**src/rtl/mc_pkg.sv**
```systemverilog
// Shared types and encodings for the multicycle ARM main controller.
package mc_pkg;

  typedef enum logic [3:0] {
    FETCH,
    DECODE,
    MEMADR,
    MEMRD,
    MEMWB,
    MEMWR,
    EXECR,
    EXECI,
    ALUWB,
    BRANCH,
    UNKNOWN
  } statetype;

  localparam logic [1:0] SRCB_REG  = 2'b00;
  localparam logic [1:0] SRCB_IMM  = 2'b01;
  localparam logic [1:0] SRCB_FOUR = 2'b10;

  localparam logic [1:0] RES_ALUOUT = 2'b00;
  localparam logic [1:0] RES_RDATA  = 2'b01;
  localparam logic [1:0] RES_ALU    = 2'b10;

  localparam logic [1:0] OP_DP  = 2'b00;
  localparam logic [1:0] OP_MEM = 2'b01;
  localparam logic [1:0] OP_BR  = 2'b10;

  localparam logic [3:0] CMD_CMP = 4'b1010;

  typedef struct packed {
    logic       irwrite;
    logic       pcwrite;
    logic       regwrite;
    logic       memwrite;
    logic       adrsrc;
    logic       alusrca;
    logic [1:0] alusrcb;
    logic [1:0] resultsrc;
    logic       aluop;
    logic       mem_req;
  } ctrl_t;

endpackage

```
**src/rtl/mc_out_decode.sv**
```systemverilog
// Per-state control table; purely combinational.
module mc_out_decode
  import mc_pkg::*;
(
  input  statetype   state_i,
  input  logic [3:0] rd_i,
  input  logic [3:0] cmd_i,
  input  logic       mem_ready_i,
  output ctrl_t      ctrl_o
);

  logic rd_pc;
  logic nowrite;

  assign rd_pc   = (rd_i == 4'd15);
  assign nowrite = (cmd_i == CMD_CMP);

  always_comb begin
    ctrl_o = '0;
    case (state_i)
      FETCH: begin
        ctrl_o.mem_req   = 1'b1;
        ctrl_o.alusrca   = 1'b1;
        ctrl_o.alusrcb   = SRCB_FOUR;
        ctrl_o.resultsrc = RES_ALU;
        ctrl_o.irwrite   = mem_ready_i;
        ctrl_o.pcwrite   = mem_ready_i;
      end
      DECODE: begin
        ctrl_o.alusrca   = 1'b1;
        ctrl_o.alusrcb   = SRCB_FOUR;
        ctrl_o.resultsrc = RES_ALU;
      end
      MEMADR: begin
        ctrl_o.alusrcb = SRCB_IMM;
      end
      MEMRD: begin
        ctrl_o.mem_req = 1'b1;
        ctrl_o.adrsrc  = 1'b1;
      end
      MEMWB: begin
        ctrl_o.resultsrc = RES_RDATA;
        ctrl_o.regwrite  = 1'b1;
        ctrl_o.pcwrite   = rd_pc;
      end
      MEMWR: begin
        ctrl_o.mem_req  = 1'b1;
        ctrl_o.adrsrc   = 1'b1;
        ctrl_o.memwrite = 1'b1;
      end
      EXECR: begin
        ctrl_o.alusrcb = SRCB_REG;
        ctrl_o.aluop   = 1'b1;
      end
      EXECI: begin
        ctrl_o.alusrcb = SRCB_IMM;
        ctrl_o.aluop   = 1'b1;
      end
      ALUWB: begin
        ctrl_o.resultsrc = RES_ALUOUT;
        ctrl_o.regwrite  = ~nowrite;
        ctrl_o.pcwrite   = rd_pc & ~nowrite;
      end
      BRANCH: begin
        ctrl_o.alusrcb   = SRCB_IMM;
        ctrl_o.resultsrc = RES_ALU;
        ctrl_o.pcwrite   = 1'b1;
      end
      default: ;
    endcase
  end

endmodule

```
**src/rtl/mc_control_fsm.sv**
```systemverilog
// Multicycle ARM main control FSM: state register, sequencing,
// stall gating and retired-instruction counter.
module mc_control_fsm
  import mc_pkg::*;
#(
  parameter int CNT_W = 32
) (
  input  logic             clk,
  input  logic             reset,
  input  logic             stall,
  input  logic [1:0]       Op,
  input  logic [5:0]       Funct,
  input  logic [3:0]       Rd,
  input  logic             mem_ready,
  output logic             IRWrite,
  output logic             PCWrite,
  output logic             RegWrite,
  output logic             MemWrite,
  output logic             AdrSrc,
  output logic             ALUSrcA,
  output logic [1:0]       ALUSrcB,
  output logic [1:0]       ResultSrc,
  output logic             ALUOp,
  output logic             mem_req,
  output logic             illegal,
  output logic [CNT_W-1:0] retired
);

  statetype         state_q, state_d;
  logic [CNT_W-1:0] retired_q;
  logic             illegal_q;
  logic             retire;
  ctrl_t            ctrl;

  always_comb begin
    state_d = FETCH;
    case (state_q)
      FETCH:   state_d = mem_ready ? DECODE : FETCH;
      DECODE: begin
        unique case (Op)
          OP_DP:   state_d = Funct[5] ? EXECI : EXECR;
          OP_MEM:  state_d = MEMADR;
          OP_BR:   state_d = BRANCH;
          default: state_d = UNKNOWN;
        endcase
      end
      MEMADR:  state_d = Funct[0] ? MEMRD : MEMWR;
      MEMRD:   state_d = mem_ready ? MEMWB : MEMRD;
      MEMWR:   state_d = mem_ready ? FETCH : MEMWR;
      EXECR:   state_d = ALUWB;
      EXECI:   state_d = ALUWB;
      default: state_d = FETCH;
    endcase
  end

  // UNKNOWN returns to FETCH without counting as a retirement.
  assign retire = (state_d == FETCH) &&
                  ((state_q == MEMWB) || (state_q == ALUWB) ||
                   (state_q == BRANCH) || (state_q == MEMWR));

  always_ff @(posedge clk or negedge reset) begin
    if (!reset) begin
      state_q   <= FETCH;
      retired_q <= '0;
      illegal_q <= 1'b0;
    end else if (!stall) begin
      state_q <= state_d;
      if (retire)
        retired_q <= retired_q + CNT_W'(1);
      if (state_q == UNKNOWN)
        illegal_q <= 1'b1;
    end
  end

  mc_out_decode u_dec (
    .state_i     (state_q),
    .rd_i        (Rd),
    .cmd_i       (Funct[4:1]),
    .mem_ready_i (mem_ready),
    .ctrl_o      (ctrl)
  );

  logic wr_en;
  assign wr_en = reset & ~stall;

  assign IRWrite   = wr_en & ctrl.irwrite;
  assign PCWrite   = wr_en & ctrl.pcwrite;
  assign RegWrite  = wr_en & ctrl.regwrite;
  assign MemWrite  = wr_en & ctrl.memwrite;
  assign AdrSrc    = reset & ctrl.adrsrc;
  assign ALUSrcA   = reset & ctrl.alusrca;
  assign ALUSrcB   = reset ? ctrl.alusrcb : 2'b00;
  assign ResultSrc = reset ? ctrl.resultsrc : 2'b00;
  assign ALUOp     = reset & ctrl.aluop;
  assign mem_req   = reset & ctrl.mem_req;
  assign illegal   = illegal_q;
  assign retired   = retired_q;

endmodule

```
**config.mk**
```make
export PLATFORM = sky130hd
export DESIGN_NAME = mc_control_fsm
export DESIGN_NICKNAME = d
export VERILOG_FILES = /design/src/rtl/mc_pkg.sv /design/src/rtl/mc_out_decode.sv /design/src/rtl/mc_control_fsm.sv
export SDC_FILE = /design/constraint.sdc
export NUM_CORES = 1
export LEC_CHECK = 0
export ABC_AREA = 1
export CELL_PAD_IN_SITES_DETAIL_PLACEMENT = 0
export CELL_PAD_IN_SITES_GLOBAL_PLACEMENT = 2
export CORE_MARGIN = 3
export CORE_UTILIZATION = 23
export DETAILED_ROUTE_END_ITERATION = 16
export GPL_ROUTABILITY_DRIVEN = 0
export PLACE_DENSITY_LB_ADDON = 0.1
export SETUP_SLACK_MARGIN = 0.05
export SYNTH_ARGS = -nofsm -noshare
export SYNTH_HDL_FRONTEND = slang
export SYNTH_SLANG_ARGS = --single-unit
```
**constraint.sdc**
```tcl
create_clock -name clk -period 1.7 [get_ports clk]
set_clock_uncertainty 0.15 [all_clocks]
set_input_delay 0.51 -clock clk [delete_from_list [all_inputs] [get_ports clk]]
set_output_delay 0.51 -clock clk [all_outputs]
set_load 0.03 [all_outputs]
```
# --- Yosys cells after proc, flatten, opt, wreduce, memory -nomap -nowiden ---
# Cells that the tools add are included.
word_totals:
  regBits: 37
  latch_bits: 0
  ramBits: 0
  mem_bits_ro: 0
  input_bits: 16
  memories: 0
classes:
  addsub: 1
  mul: 0
  n_div: 0
  magnitude_cmp: 0
  n_eq_ne: 14
  shift: 0
  muxes: 19
  bitwise_logic: 12
  reduce_logical: 15
ops:
  columns: ["cell", "count"]
  rows:
  - ["32-bit by 1-bit adder with 32-bit output, second input constant", 1]
  - ["4-bit one-hot mux with 6 select lines", 1]
  - ["4-bit equality test, second input constant", 5]
  - ["4-bit by 3-bit equality test with 1-bit output, second input constant", 4]
  - ["4-bit one-hot mux with 3 select lines", 1]
  - ["1-bit AND", 10]
  - ["3-bit 2-to-1 mux", 3]
  - ["3-bit OR reduction", 3]
  - ["4-bit by 2-bit equality test with 1-bit output, second input constant", 2]
  - ["4-bit logical NOT", 2]
  - ["1-bit 2-to-1 mux", 8]
  - ["2-bit one-hot mux with 2 select lines", 2]
  - ["2-bit OR reduction", 3]
  - ["4-bit by 1-bit equality test with 1-bit output, second input constant", 1]
  - ["2-bit 2-to-1 mux", 2]
  - ["1-bit one-hot mux with 4 select lines", 1]
  - ["2-bit AND reduction", 2]
  - ["1-bit logical OR", 3]
  - ["2-bit by 1-bit equality test with 1-bit output, second input constant", 1]
  - ["2-bit equality test, second input constant", 1]
  - ["2-bit logical NOT", 1]
  - ["1-bit NOT", 2]
  - ["1-bit one-hot mux with 2 select lines", 1]
  - ["1-bit logical AND", 1]

# --- Logic depth before layout (Yosys ltp) ---
depth:
  ltp_word: 6
  depth_mapped: 11
  mapped_depth_nobuf: 10

# --- By module ---
# A second synthesis with hierarchy kept.
unflattened:
  hier_cells: 452
  hier_area_um2: 2752.6
by_module_without_submodules:
  columns: ["mod", "n_inst", "cells_per_inst", "area_per_inst_um2", "seq_area_each_um2"]
  rows:
  - ["mc_control_fsm", 1, 409, 2562.5, 925.9]
  - ["mc_out_decode", 1, 43, 190.2, 0.0]

# --- Worst setup path after synthesis ---
# No wires, ideal clock.
synth_timing:
  path_type: "input to output"
  start: "in reset"
  end: "out ALUSrcB[1]"
  t_arrival_ns: 1.629
  path_slack_ns: -0.589
  stages: 3
  n_path_buf: 1
  cell_sequence: "inv_1 -> nor3_1 -> buf_4"
synth_via:
  elab_chain_len: 1
synth_lines:
  columns: ["item", "line", "text"]
  rows:
  - ["start: declaration", "mc_control_fsm.sv:9", "input logic reset,"]
  - ["2-bit 2-to-1 mux", "mc_control_fsm.sv:92", "assign ALUSrcB = reset ? ctrl.alusrcb : 2'b00;"]
  - ["end: declaration", "mc_control_fsm.sv:21", "output logic [1:0] ALUSrcB,"]
# No other way between the ends.

# --- Worst setup path in the final report ---
layout_timing:
  start: "reg state_q[0]"
  end: "out mem_req"
layout_via:
  elab_chain_len: 4
  elab_cells_between_ends: 6
  cone_classes: "2 x eq/ne; 1 x mux; 1 x bitwise; 2 x reduce/logical"
layout_lines:
  columns: ["item", "line", "text"]
  rows:
  - ["start: declaration", "mc_control_fsm.sv:29", "statetype state_q, state_d;"]
  - ["start signal: assignment", "mc_control_fsm.sv:67", "state_q <= state_d;"]
  - ["4-bit by 3-bit equality test with 1-bit output, or another cell as far along", "mc_out_decode.sv:20", "case (state_i)"]
  - ["3-bit OR reduction (no line) *", null, null]
  - ["1-bit 2-to-1 mux *", "mc_out_decode.sv:20", null]
  - ["1-bit AND *", "mc_control_fsm.sv:95", "assign mem_req = reset & ctrl.mem_req;"]
  - ["end: declaration", "mc_control_fsm.sv:24", "output logic mem_req,"]
# Mark *: on every way between the ends. The rest lies on a longest branch, timed or not.

==> results summary <==
Synthesis produced a netlist with a net count of 455. Tracing the worst setup path back leads to its startpoint at state_q[0]. The wire length of the first global-routing pass is 16300 um. The number of standard-cell rows in the floorplan is 38.

The arrival time of data at the critical path endpoint came out at 1.53 ns. The final worst slack is -0.493 ns. The leakage power of the design came out at 0.00216 uW.

The total number of vias is 3109. The worst voltage drop across the vdd grid is 0.657 mV. The worst hold slack came out at 0.334 ns.

The power share of the combinational group came out at 0.535. The worst-margin pin slew is 0.559 ns. The core area is 11100 um^2.

The switching portion of total power came out at 0.405. The final-report max-slew violation count is 0. The synthesis-to-finish area growth came out at 66.9%. The worst reg2reg path startpoint is state_q[1]. The remaining number of nets flagged by the antenna check after routing is 0. The buffers plus inverters on the worst setup path is 2. The critical path goes through nor2_4 -> nand2_4 -> buf_4 -> a31oi_4 -> buf_6. Dividing the final minimum period by the clock period gives 1.29. The vertical die dimension came out at 114 um. The floorplan step defined a die boundary enclosing 12900 um^2. The total half-perimeter wirelength after legalization and detailed placement came out at 7580 um. The count of maximum capacitance violations came out at 0. The final-report hold violation count came out at 0. The proportion of synthesized flip-flops having asynchronous set or reset is 1.00. The highest attainable clock frequency is 0.456 GHz. The flip-flop and latch count after synthesis is 37. The worst setup path is of the register to primary output kind. The cell sitting at the root of the clock tree is a sky130_fd_sc_hd__clkbuf_16. The path type of the worst min-delay path is register to register. The violation count after the first detailed-routing iteration is 110. The number of levels the H-tree was split into is 2. The maximum number of pins on one net before global-route repair came out at 38.

The final reports fail on negative setup slack. The kind of end point of the critical path is a primary output. The largest incremental delay on the critical path came out at 0.45 ns. The power per cell area is 978 nW/um^2.

The fraction of synthesized cell area taken by the top area cell type came out at 0.346. The global-route total usage across every layer came out at 0.160. The routed design has 9840 um of wire. The proportion of power drawn by flip-flops and latches is 0.256. The number of buffers added by the clock tree synthesis step is 5. The average wire per standard cell is 13.6 um. The count of unique library cells instantiated by Yosys is 29.

Of all cell types, the one taking the most synthesized area is sky130_fd_sc_hd__dfrtp_1. The remaining max-slew budget at the tightest pin is 0.627. The die span in x came out at 114 um. Sorting the synthesized cells by how often they occur yields sky130_fd_sc_hd__nand2_1 (209), sky130_fd_sc_hd__nor2_1 (67), sky130_fd_sc_hd__inv_1 (41). The length of the first detailed-routing pass in iterations came out at 4. The number of sinks driven by the clock tree is 37. The post-route DRC violation count is 0. The minimum period implied by the final worst setup slack came out at 2.19 ns. The TritonCTS clock tree is done. The internal power came out at 2600 uW. The count of input and output buffers came out at 60. The insertion delay to the later sink of the worst-skew pair came out at 0.28 ns.

The kind of start point of the critical path is a register. The initial cell density of the core came out at 0.241. The final-layout setup total negative slack is -6.32 ns.

0 antenna diodes ended up in the layout. The fraction of power consumed by the clock network is 0.209. In this run the most critical hold path is launched from illegal.

In the post-synthesis netlist, the biggest area contributors are sky130_fd_sc_hd__dfrtp_1 (35%), sky130_fd_sc_hd__nand2_1 (29%), sky130_fd_sc_hd__nor2_1 (9.4%). Setup violations remaining at the end of the flow were counted as 41. The ratio of routed vias to standard cells is 4.29.

Setup repair after global routing could not meet its margin everywhere. The largest driver fanout on the critical path is 4. The standard cell with the maximum stage delay on the critical path is sky130_fd_sc_hd__dfrtp_2. The number of enable flip-flop cells after synthesis came out at 0. The sum of overflow across all layers after global routing is 0. The clock transition at the registers of the reported paths is 0.06 ns. The total power came out at 4360 uW.

The flow ran to the end, but the final reports show violations. The warning count from the yosys run came out at 0. For this run, the post-layout net count is 601. The switching power summed over all nets came out at 1770 uW. The buffer depth of the longest clock path is 2. The share of post-route cells with drive strength above 1 is 0.347. The via count of the first global-routing pass is 3149.

The cell with the most instances after synthesis is sky130_fd_sc_hd__nand2_1. The top-level I/O count came out at 61. The number of antenna violations at the first check in global routing is 0. In this run the mean area of a mapped cell was 6.10 um^2. Data on the critical path is required at its endpoint by 1.04 ns. The share of the yosys chip area belonging to registers came out at 0.346. The kind of cell with the highest combined delay along the critical path is flip-flops. The commonest register cell after synthesis is sky130_fd_sc_hd__dfrtp_1. Synthesis handed over a netlist of 438 instances. The synthesized cell area is 2670 um^2.
cell families (layout without fill, tap and decap cells):
family	count (synthesis)	count (layout)	synth area share
xor gates and xnor gates	13	13	0.0426
buffers and inverters	52	199	0.0890
adders and majority gates	1	1	0.00468
DFF	37	37	0.346
and+or+nand+nor	317	317	0.478
AOI/OAI and AO/OA	18	18	0.0393
through the flow:
stage	setup WS, ns	cell area [um^2]	cells	util
6_report	-0.493	4460	725	0.403
5_1_grt	-0.558	4460	725	0.403
4_1_cts	-0.488	4390	723	0.396
3_5_place_dp	-0.776	3950	698	0.357
3_3_place_gp	-0.690	3950	698	0.357
2_1_floorplan	-0.187	2830	438	-
registers in the layout, indices dropped and copies added (netlist names):
| name | count |
|---|---|
| state_q | 4 |
| illegal | 1 |
| retired | 32 |
placed cells by master, fill, tap and decap left out, types with 3 or more instances in the layout:
cell type,instances
sky130_fd_sc_hd__xnor2_1,4
sky130_fd_sc_hd__nor2_4,7
sky130_fd_sc_hd__dlygate4sd2_1,9
sky130_fd_sc_hd__clkbuf_16,5
sky130_fd_sc_hd__xor2_1,9
sky130_fd_sc_hd__nand2_2,8
sky130_fd_sc_hd__dfrtp_2,11
sky130_fd_sc_hd__nand2_4,4
sky130_fd_sc_hd__buf_6,44
sky130_fd_sc_hd__nand4_1,5
sky130_fd_sc_hd__buf_4,87
sky130_fd_sc_hd__nor3_4,3
sky130_fd_sc_hd__nor2_1,56
sky130_fd_sc_hd__nand2_1,203
sky130_fd_sc_hd__dfrtp_1,26
sky130_fd_sc_hd__clkdlybuf4s50_1,5
sky130_fd_sc_hd__nand3_1,19
sky130_fd_sc_hd__a31oi_4,3
sky130_fd_sc_hd__inv_2,9
sky130_fd_sc_hd__o21ai_0,7
sky130_fd_sc_hd__nor2_2,8
sky130_fd_sc_hd__inv_1,33
what timing repair did:
action                     4_1_cts  5_1_grt
hold buffers                     0        0
pin swaps                        9        2
setup endpoints to repair       64       63
resized for setup               63       16
setup buffers                   17        2
final cells by class:
class                      count  area [um^2]
clock inverter                 2         10.0
fill                        1219         6620
clock buffer                   6          129
timing repair buffer         148         1320
inverter                      43          166
sequential                    37          940
tap                          140          175
multi-input combinational    349         1720
power groups by stage:
stage / registers [uW] / clock network, uW / logic [uW]
3_3_place_gp: 1120 / 0 / 2010
4_1_cts: 1110 / 959 / 2360
2_1_floorplan: 1170 / 0 / 1130
3_5_place_dp: 1130 / 0 / 2020
5_1_grt: 1130 / 1000 / 2520
6_report: 1120 / 911 / 2330
layer usage:
layer  part of all wire  global-route usage  up-vias
met3              0.021              0.0239        5
li1                   -                   -     1637
met2               0.46               0.255       35
met1               0.52               0.231     1432
met5                  0                   0        -
met4             0.0066              0.0348        0
worst register-to-register path, cell delays in order, from the launching register on:
cell                       delay, ns
sky130_fd_sc_hd__dfrtp_2        0.46
sky130_fd_sc_hd__inv_6          0.09
sky130_fd_sc_hd__buf_6          0.10
sky130_fd_sc_hd__nor2_2         0.04
sky130_fd_sc_hd__nand3b_1       0.09
sky130_fd_sc_hd__nand2_2        0.10
sky130_fd_sc_hd__buf_6          0.13
sky130_fd_sc_hd__nor3_4         0.18
sky130_fd_sc_hd__buf_12         0.21
sky130_fd_sc_hd__nand2_1        0.08
sky130_fd_sc_hd__nand2_1        0.06
final timing paths:
kind	slack, ns	cells past startpoint	endpoint
setup / recovery	-0.49	5	mem_req
hold / removal	0.33	1	illegal
setup reg to reg	-0.06	10	retired[11]
hold reg to reg	0.33	1	illegal
max in group asynchronous	0.62	3	retired[23]
min in group asynchronous	0.35	3	state_q[1]
Note: power is estimated with default switching activity, not from simulation.
